`src/rtl/zce_pkg.sv`:
```
// Shared types and constants for the zero-crossing emulator.
package zce_pkg;

   typedef enum logic [1:0] {
      IDLE       = 2'd0,
      WAIT_PULSE = 2'd1,
      IN_PULSE   = 2'd2,
      DONE       = 2'd3
   } state_t;

   localparam logic [1:0] ERR_OK       = 2'd0;
   localparam logic [1:0] ERR_NO_PULSE = 2'd1;
   localparam logic [1:0] ERR_OVERRUN  = 2'd2;

   localparam int unsigned HALF_PERIOD_MIN = 2;

endpackage

```
`src/rtl/zce_edge_detect.sv`:
```
// ctr1 rise/fall detector; ZCE_CTR1_SYNC_EN inserts a 2-flop synchronizer in front.
// Edges are flagged in the cycle the (synchronized) level first differs from its registered copy.
module zce_edge_detect (
   input  logic clk_i,
   input  logic rst_i,
   input  logic ctr1_i,
   output logic lvl_o,
   output logic rise_o,
   output logic fall_o
);

   logic lvl;
   logic ctr1_d_q;

`ifdef ZCE_CTR1_SYNC_EN
   logic [1:0] sync_q;

   always_ff @(posedge clk_i or posedge rst_i) begin
      if (rst_i) sync_q <= 2'b00;
      else       sync_q <= {sync_q[0], ctr1_i};
   end

   assign lvl = sync_q[1];
`else
   assign lvl = ctr1_i;
`endif

   always_ff @(posedge clk_i or posedge rst_i) begin
      if (rst_i) ctr1_d_q <= 1'b0;
      else       ctr1_d_q <= lvl;
   end

   assign lvl_o  = lvl;
   assign rise_o = lvl & ~ctr1_d_q;
   assign fall_o = ~lvl & ctr1_d_q;

endmodule

```
`src/rtl/zero_cross_emulator.sv`:
```
// Mains emulator: drives the sinc square wave and measures ctr1 delay/width per half cycle.
// Build with ZCE_CTR1_SYNC_EN to synchronize ctr1 before edge detection (delays grow by 2).
module zero_cross_emulator
   import zce_pkg::*;
#(
   parameter int unsigned CNT_W           = 18,
   parameter int unsigned HALF_PERIOD_DEF = 225000
) (
   input  logic             clk,
   input  logic             rst,
   input  logic             en,
   input  logic [CNT_W-1:0] half_period,
   input  logic             ctr1,
   output logic             sinc,
   output logic             meas_valid,
   output logic [CNT_W-1:0] meas_delay,
   output logic [CNT_W-1:0] meas_width,
   output logic [1:0]       meas_err
);

   state_t           state_q, state_d;
   logic [CNT_W-1:0] ph_q, ph_d;
   logic [CNT_W-1:0] hp_q, hp_d;
   logic             sinc_q, sinc_d;
   logic [CNT_W-1:0] delay_q, delay_d;
   logic [CNT_W-1:0] width_q, width_d;
   logic             mv_q, mv_d;
   logic [CNT_W-1:0] md_q, md_d;
   logic [CNT_W-1:0] mw_q, mw_d;
   logic [1:0]       me_q, me_d;

   logic             lvl, rise, fall;
   logic             wrap;
   logic [CNT_W-1:0] hp_clamp;

   zce_edge_detect u_edge (
      .clk_i  (clk),
      .rst_i  (rst),
      .ctr1_i (ctr1),
      .lvl_o  (lvl),
      .rise_o (rise),
      .fall_o (fall)
   );

   assign hp_clamp = (half_period < CNT_W'(HALF_PERIOD_MIN)) ? CNT_W'(HALF_PERIOD_MIN) : half_period;
   assign wrap     = (ph_q == hp_q - CNT_W'(1));

   always_ff @(posedge clk or posedge rst) begin
      if (rst) begin
         state_q <= IDLE;
         ph_q    <= '0;
         hp_q    <= CNT_W'(HALF_PERIOD_DEF);
         sinc_q  <= 1'b0;
         delay_q <= '0;
         width_q <= '0;
         mv_q    <= 1'b0;
         md_q    <= '0;
         mw_q    <= '0;
         me_q    <= ERR_OK;
      end else begin
         state_q <= state_d;
         ph_q    <= ph_d;
         hp_q    <= hp_d;
         sinc_q  <= sinc_d;
         delay_q <= delay_d;
         width_q <= width_d;
         mv_q    <= mv_d;
         md_q    <= md_d;
         mw_q    <= mw_d;
         me_q    <= me_d;
      end
   end

   always_comb begin
      state_d = state_q;
      ph_d    = ph_q;
      hp_d    = hp_q;
      sinc_d  = sinc_q;
      delay_d = delay_q;
      width_d = width_q;
      mv_d    = 1'b0;
      md_d    = md_q;
      mw_d    = mw_q;
      me_d    = me_q;

      if (!en) begin
         state_d = IDLE;
      end else if (state_q == IDLE) begin
         // Restart the mains phase without toggling sinc.
         ph_d    = '0;
         hp_d    = hp_clamp;
         state_d = WAIT_PULSE;
      end else begin
         if (wrap) begin
            ph_d   = '0;
            sinc_d = ~sinc_q;
            hp_d   = hp_clamp;
         end else begin
            ph_d = ph_q + CNT_W'(1);
         end

         case (state_q)
            WAIT_PULSE: begin
               if (rise) begin
                  delay_d = ph_q;
                  width_d = CNT_W'(1);
                  state_d = IN_PULSE;
               end
            end
            IN_PULSE: begin
               if (fall) begin
                  mv_d    = 1'b1;
                  md_d    = delay_q;
                  mw_d    = width_q;
                  me_d    = ERR_OK;
                  state_d = DONE;
               end else if (lvl && (width_q != '1)) begin
                  width_d = width_q + CNT_W'(1);
               end
            end
            default: ;
         endcase

         // Wrap resolution sees the post-edge state so a same-cycle rise counts as OVERRUN.
         if (wrap) begin
            case (state_d)
               WAIT_PULSE: begin
                  mv_d = 1'b1;
                  md_d = '0;
                  mw_d = '0;
                  me_d = ERR_NO_PULSE;
               end
               IN_PULSE: begin
                  mv_d    = 1'b1;
                  md_d    = delay_d;
                  mw_d    = width_d;
                  me_d    = ERR_OVERRUN;
                  delay_d = '0;
                  width_d = '0;
               end
               default: state_d = WAIT_PULSE;
            endcase
         end
      end
   end

   always_comb begin
      sinc       = sinc_q;
      meas_valid = mv_q;
      meas_delay = md_q;
      meas_width = mw_q;
      meas_err   = me_q;
   end

endmodule
```
`config.mk`:
```
export PLATFORM = sky130hd
export DESIGN_NAME = zero_cross_emulator
export DESIGN_NICKNAME = d
export VERILOG_FILES = /design/src/rtl/zce_pkg.sv /design/src/rtl/zce_edge_detect.sv /design/src/rtl/zero_cross_emulator.sv
export SDC_FILE = /design/constraint.sdc
export NUM_CORES = 1
export LEC_CHECK = 0
export CORE_MARGIN = 2
export CORE_UTILIZATION = 55
export CTS_BUF_LIST = sky130_fd_sc_hd__clkbuf_4
export CTS_CLUSTER_SIZE = 40
export DETAILED_ROUTE_END_ITERATION = 6
export PLACE_DENSITY = 0.77
export SYNTH_ARGS = -nofsm -noshare
export SYNTH_HDL_FRONTEND = slang
export SYNTH_HIERARCHICAL = 1
export SYNTH_SLANG_ARGS = --single-unit
```
`constraint.sdc`:
```
create_clock -name clk -period 7.9 [get_ports clk]
set_input_delay 1.58 -clock clk [delete_from_list [all_inputs] [get_ports clk]]
set_output_delay 1.58 -clock clk [all_outputs]
set_load 0.02 [all_outputs]
```
-- Word level (Yosys, flattened, before mapping)
Index checks and enable logic that the tools add are counted.
- register bits: 115
- output and inout port bits: 40
- input port bits: 22
- equality and inequality tests: 6
- reductions and logical operators: 7
- $add $sub $neg: 3
- multiplexer cells: 42
- bitwise logic cells: 6
- magnitude comparators: 1
- operators with widths (kind ; count):
    two-way mux 18 bit ; 20
    one-hot mux 18 bit (2 select lines) ; 3
    adder 18 x 1 -> 18 bit (second input constant) ; 2
    two-way mux 2 bit ; 11
    == test 18 bit ; 1
    < comparator 18 x 2 -> 1 bit (second input constant) ; 1
    != test 18 bit (second input constant) ; 1
    subtractor 18 x 1 -> 18 bit (second input constant) ; 1
    one-hot mux 2 bit (2 select lines) ; 2
    two-way mux 1 bit ; 6
    == test 2 x 1 -> 1 bit (second input constant) ; 2
    == test 2 bit (second input constant) ; 2
    NOT 1 bit ; 4
    AND reduction 2 bit ; 2
    AND reduction 3 bit ; 1
    bitwise AND 1 bit ; 2
    logical NOT 2 bit ; 1
    nonzero test 2 bit ; 1
    OR reduction 2 bit ; 1
    logical AND 1 bit ; 1

-- Depth between registers and ports, before layout
- word-level depth: 12
- gate-level depth with buffers: 15

-- Cells and area by module
Netlist, hierarchy kept.
- modules (own cells, without submodules) (module ; instances ; cells an instance ; sequential area each (sq um) ; area an instance (sq um)):
    zero_cross_emulator ; 1 ; 635 ; 2866.5 ; 6286.0
    zce_edge_detect ; 1 ; 5 ; 25.0 ; 51.3

-- Worst setup path after synthesis
No wires, ideal clock.
- path kind: input to register
- start point: input port ctr1
- end point: register mw_q[5] (netlist: meas_width[5])
- stages on the path: 11
- setup time: 0.126 ns
- arrival time: 3.917 ns
- buffers on the path: 3
- data required time: 7.774 ns
- path slack: 3.857 ns
- path through: nor2b_1 > o21a_1 > a21oi_1 > inv_1 > ha_1 > or2_2 > buf_1 > o31a_1 > buf_6 > buf_6 > a221o_1
- longest elaborated chain between the ends: 9
- RTL lines (item ; RTL line ; text):
    from (decl) ; zero_cross_emulator.sv:13 ; input logic ctr1,
    NOT 1 bit ; zce_edge_detect.sv:35 ; assign fall_o = ~lvl & ctr1_d_q;
    bitwise AND 1 bit ; zce_edge_detect.sv:35 ;
    two-way mux 2 bit ; zero_cross_emulator.sv:111 ; if (fall) begin
    one-hot mux 2 bit (2 select lines) ; zero_cross_emulator.sv:102 ; case (state_q)
    two-way mux 2 bit ; zero_cross_emulator.sv:88 ; end else if (state_q == IDLE) begin
    two-way mux 2 bit ; zero_cross_emulator.sv:86 ; if (!en) begin
    == test 2 bit / == test 2 x 1 -> 1 bit (equally long branches) ; zero_cross_emulator.sv:126 ; case (state_d)
    one-hot mux 18 bit (2 select lines) ; zero_cross_emulator.sv:126 ;
    two-way mux 18 bit (*) ; zero_cross_emulator.sv:125 ; if (wrap) begin
    to (signal assigned) ; zero_cross_emulator.sv:69 ; mw_q <= mw_d;
    to (decl) ; zero_cross_emulator.sv:29 ; logic [CNT_W-1:0] mw_q, mw_d;
Mark *: on every way between the ends. The rest lies on a longest branch, timed or not. The select of a mux whose other input is x is not followed.
A chain may end at the register's enable or synchronous reset.

-- Worst setup path in the final report
- start point: input port ctr1
- end point: register delay_q[15]
- RTL lines (item ; RTL line ; text):
    bitwise AND 1 bit (*) ; zce_edge_detect.sv:34 ; assign rise_o = lvl & ~ctr1_d_q;
    via rise ; zero_cross_emulator.sv:32 ; logic lvl, rise, fall;
    two-way mux 2 bit ; zero_cross_emulator.sv:104 ; if (rise) begin
    one-hot mux 2 bit (2 select lines) ; zero_cross_emulator.sv:102 ;
    two-way mux 2 bit ; zero_cross_emulator.sv:88 ;
    two-way mux 2 bit ; zero_cross_emulator.sv:86 ;
    == test 2 bit ; zero_cross_emulator.sv:126 ;
    two-way mux 18 bit ; zero_cross_emulator.sv:126 ;
    two-way mux 18 bit (*) ; zero_cross_emulator.sv:125 ;
    to (signal assigned) ; zero_cross_emulator.sv:65 ; delay_q <= delay_d;
    to (decl) ; zero_cross_emulator.sv:25 ; logic [CNT_W-1:0] delay_q, delay_d;
The timed path passes the listed nets; every way through them passes the cells marked *. The select of a mux whose other input is x is not followed.

==> results.md <==
Status:
- The run finished with clean final reports.

Placed design:
- After legalization and detailed placement, the total HPWL measured approximately 11,000 microns.
- After detailed placement, the total cell area comes to 6970 sq um.
- Input and output buffers added on the ports amount to 61.
- The final weighted congestion in routability-driven placement is around 0.95.
- After detailed placement, the design holds a cell count of roughly 800.

Final layout:
- The library cells used most frequently in the layout, excluding fill and tap cells, are sky130_fd_sc_hd__dfrtp_1 (104), sky130_fd_sc_hd__nand2_1 (61), sky130_fd_sc_hd__clkdlybuf4s50_1 (61).
- The post-synthesis to final-layout area growth is 13.6%.
- Summing all non-filler instances in the final layout gives an area of ~7000 sq um.
- After filler insertion, the fill cell instance count of the layout stands at 922.
- The final instance count without filler cells is roughly 840.
- The most common library cell in the layout ignoring fill and taps is sky130_fd_sc_hd__dfrtp_1.
- The final layout contains approximately 720 nets.
- 0 antenna diodes ended up in the layout.
- The post-route netlist has a little under an eighth of its cells at a drive strength greater than 1.

Synthesis:
- The async set-or-reset flop fraction in the synthesized netlist is between 90% and 100%.
- Summing the areas of all xor and xnor instances in the mapped netlist gives ~5.1% of the synthesized area.
- The yosys synthesis warning count is 6.
- The leading register cell type out of synthesis is sky130_fd_sc_hd__dfrtp_1.
- After synthesis, the share of cell area in mux cells is between 3 and 4%.
- The share of synthesized cell area in and, or, nand and nor gates is 18.5%.
- The synthesized netlist devotes a little over a fifth of its cell area to compound gates.
- After synthesis the cells add up to 6340 sq um.
- The synthesized netlist devotes approximately 1.8% of its cell area to adder and majority cells.
- The synthesized netlist contains 74 unique library cells.
- Counting every instance in the synthesized netlist gives 640.
- Sequential cells were found to cover 45.6% of the synthesized design area.
- The largest family of logic cells by synthesized area is compound AO/OA/AOI/OAI gates.
- In this run the mean area of a mapped cell was about 10 sq um.
- The flop and latch count out of synthesis is about 120.
- Counting every net in the synthesized netlist gives about 670.
- The number of enable-type register cells in the synthesized netlist is 0.

Critical path:
- Data on the critical path arrives at its endpoint at a little over 5 ns.
- Of all nets on the critical path, the largest fanout is 20.
- Together, buffers and inverters on the worst path number 3.
- Grouping stages by cell kind, the critical path spends the most delay in compound AO/OA/AOI/OAI gates.
- The largest incremental delay on the critical path is between 0.8 and 0.9 ns.
- The worst setup path is of the in2reg kind.
- Walking the worst path, the cells encountered are clkdlybuf4s50_1, nor2b_1, o21a_1, a21oi_1, inv_1, ha_1, inv_1, nand4bb_1, a21o_1, a22o_1.
- STA classifies the critical path startpoint as an input pin.
- The slowest stage of the critical path is the sky130_fd_sc_hd__nand4bb_1 cell.
- The data required time of the worst path is roughly 8.3 ns.
- The most prevalent standard cell on the critical path is sky130_fd_sc_hd__inv_1.
- The worst setup path is captured at a flop.

Floorplan:
- The I/O pin count is 62.
- The placeable core region is ~11,000 sq um.
- The number of rows in the core area is 39.
- The floorplan step defined a die boundary enclosing 12,400 sq um.
- The floorplan step set the die height to about 110 microns.
- The die outline width is about 110 microns.
- The effective utilization at floorplan is approximately 56%.

Route:
- The remaining antenna violation count is 0.
- The detailed router placed 5,374 vias in this run.
- The wire length per cell after detailed routing is a little under 20 microns.
- In the routed design, unresolved DRC markers number 0.
- Using the TritonRoute via totals, the vias-per-cell ratio works out to around 6.4.
- The first routing iteration left about 600 violations.
- The first detailed-routing pass took 5 iterations.
- After detailed routing, the total wire length is about 16,000 microns.

Global routing:
- The total track usage is a little over a quarter.
- The first global-routing pass estimated roughly 27,000 microns of wire.
- The via count of the first global-routing pass was 5,275.
- The initial antenna violation count is 0.
- The pin count of the biggest net entering global routing is slightly below 70.
- The leftover overflow at the end of global routing is 0.

Clock network:
- TritonCTS built the clock tree.
- The buffer type at the clock tree root is sky130_fd_sc_hd__clkbuf_4.
- Clock tree synthesis inserted a total of 17 buffers.
- Clock tree synthesis found a total of roughly 120 sinks.
- Clock-pin slew was measured on the worst setup and hold paths at around 0.08 ns.
- The insertion delay of the later-clocked pin in the worst-skew pair is between 0.5 and 0.6 ns.
- The number of hold buffers added after CTS was 0.
- The deepest clock path buffer count is 2.
- The H-tree was split into 4 levels.
- Once the clock tree was built, the resizer swapped 0 gates to a different size.
- In this run the post-CTS setup repair buffer count came out at 0.

Min path:
- The tightest min-delay check is of the reg2reg type.

STA:
- Setup repair after global routing left no endpoint under its margin.
- The worst path uses approximately three fifths of the clock period.
- The clock period could shrink to around 4.7 ns.
- The transition time at the pin with the least slew margin is approximately 1.2 ns.
- The largest clock skew in the final design is around 0.015 ns.
- The number of max-slew violations in the final report is 0.
- The final-report hold violation count came to 0.
- Setup violations remaining at the end of the flow were counted as 0.
- Headroom to the max-slew limit came out at between 20% and 30%.
- The total negative slack is 0 ns.
- The upper clock frequency limit is 211 MHz.

Power and ir drop:
- IR analysis of the VDD net gives a maximum drop of approximately 0.00014 V.
- The leakage dissipation is around 3.2 nW.
- The power density normalized to cell area is roughly 170 nW/um^2.

Flow run:
- The max-capacitance violation count is 0.
-- synthesized netlist by cell type, drive strengths merged (5+ instances only) --
master	count	share of area [%]
xnor2	14	1.9
inv	21	1.2
clkbuf	24	1.4
mux2	15	2.7
nor3	26	2.3
and4	5	0.69
and3	8	0.79
a31oi	6	0.59
dfrtp	104	41
nand3	18	1.4
nand4	13	1.5
ha	9	1.8
and2	7	0.69
a22o	38	5.3
buf	18	1.8
o31ai	9	1.1
o21ai	26	2.1
a21oi	20	1.8
nor2	41	2.5
a21o	24	2.8
nor4	18	2.0
dfstp	11	4.6
nand2	61	3.6
o22ai	6	0.69
a221o	17	2.7
xor2	23	3.2
-- kinds of logic after synthesis --
logic type / after synthesis
simple gates: 220
xor+xnor: 37
flops: 115
mux: 18
compound gates: 178
fa+ha+maj: 9
buf+inv: 63
-- report_power, final --
| group | total (W) | switching (W) | internal (W) |
|---|---|---|---|
| clock | 0.000378 | 0.000213 | 0.000165 |
| sequential | 0.000666 | 0.0000425 | 0.000624 |
| combinational | 0.000187 | 0.000109 | 0.0000782 |
-- stage by stage --
stage / utilization [%] / power [W] / setup slack, ns / hold WS [ns]
after floorplan: - / 0.000805 / 3.32 / 0.450
after global routing: 63.6 / 0.00129 / 3.02 / 0.513
after global placement: 61.6 / 0.000855 / 2.80 / 0.455
after CTS: 63.6 / 0.00124 / 3.25 / 0.486
after detailed placement: 61.6 / 0.000861 / 2.64 / 0.466
final: 63.6 / 0.00123 / 3.16 / 0.478
-- worst register-to-register path: cells and delay by family, from the launching register on --
family	cells	cell delay [ns]
compound gates	5	1.86
simple gates	3	1.82
fa+ha+maj	1	0.26
buf+inv	1	0.11
flops	1	0.46
-- per-layer routing --
| metal | part of all wire, % | vias to the layer above | routed length, microns | global-route usage (%) |
|---|---|---|---|---|
| met5 | 0 | - | 0 | 0 |
| met1 | 47 | 2681 | 7660 | 41.2 |
| met3 | 6.7 | 19 | 1080 | 6.59 |
| met4 | 1.3 | 0 | 215 | 8.89 |
| li1 | - | 2480 | - | - |
| met2 | 45 | 194 | 7290 | 39.5 |
-- registers in the layout (all words and copies together) (netlist names) --
name and cells:
delay_q 18, hp_q 18, meas_delay 18, meas_err 2, meas_valid 1, meas_width 18
ph_q 18, sinc 1, state_q 2, u_edge/ctr1_d_q 1, width_q 18
-- path summary, 6_finish.rpt --
check                              from              end  slack, ns  cells after the start
worst max-delay path               ctr1      delay_q[15]       3.16                     10
max in group asynchronous           rst         hp_q[13]       5.26                      3
worst min-delay path               sinc             sinc       0.48                      1
worst max register to register  hp_q[0]      delay_q[15]       3.28                     10
worst min register to register     sinc             sinc       0.48                      1
min in group asynchronous           rst  u_edge/ctr1_d_q       1.23                      2
-- final cells by class --
cell class	count	area, sq um	area share [%]
tap	143	179	2.48
multi-input combinational	462	3160	43.9
clock inverter	9	65.1	0.903
inverter	21	81.3	1.13
timing repair buffer	67	656	9.10
clock buffer	22	165	2.29
sequential	115	2890	40.1
No activity file was read; power rests on OpenSTA's default activity.
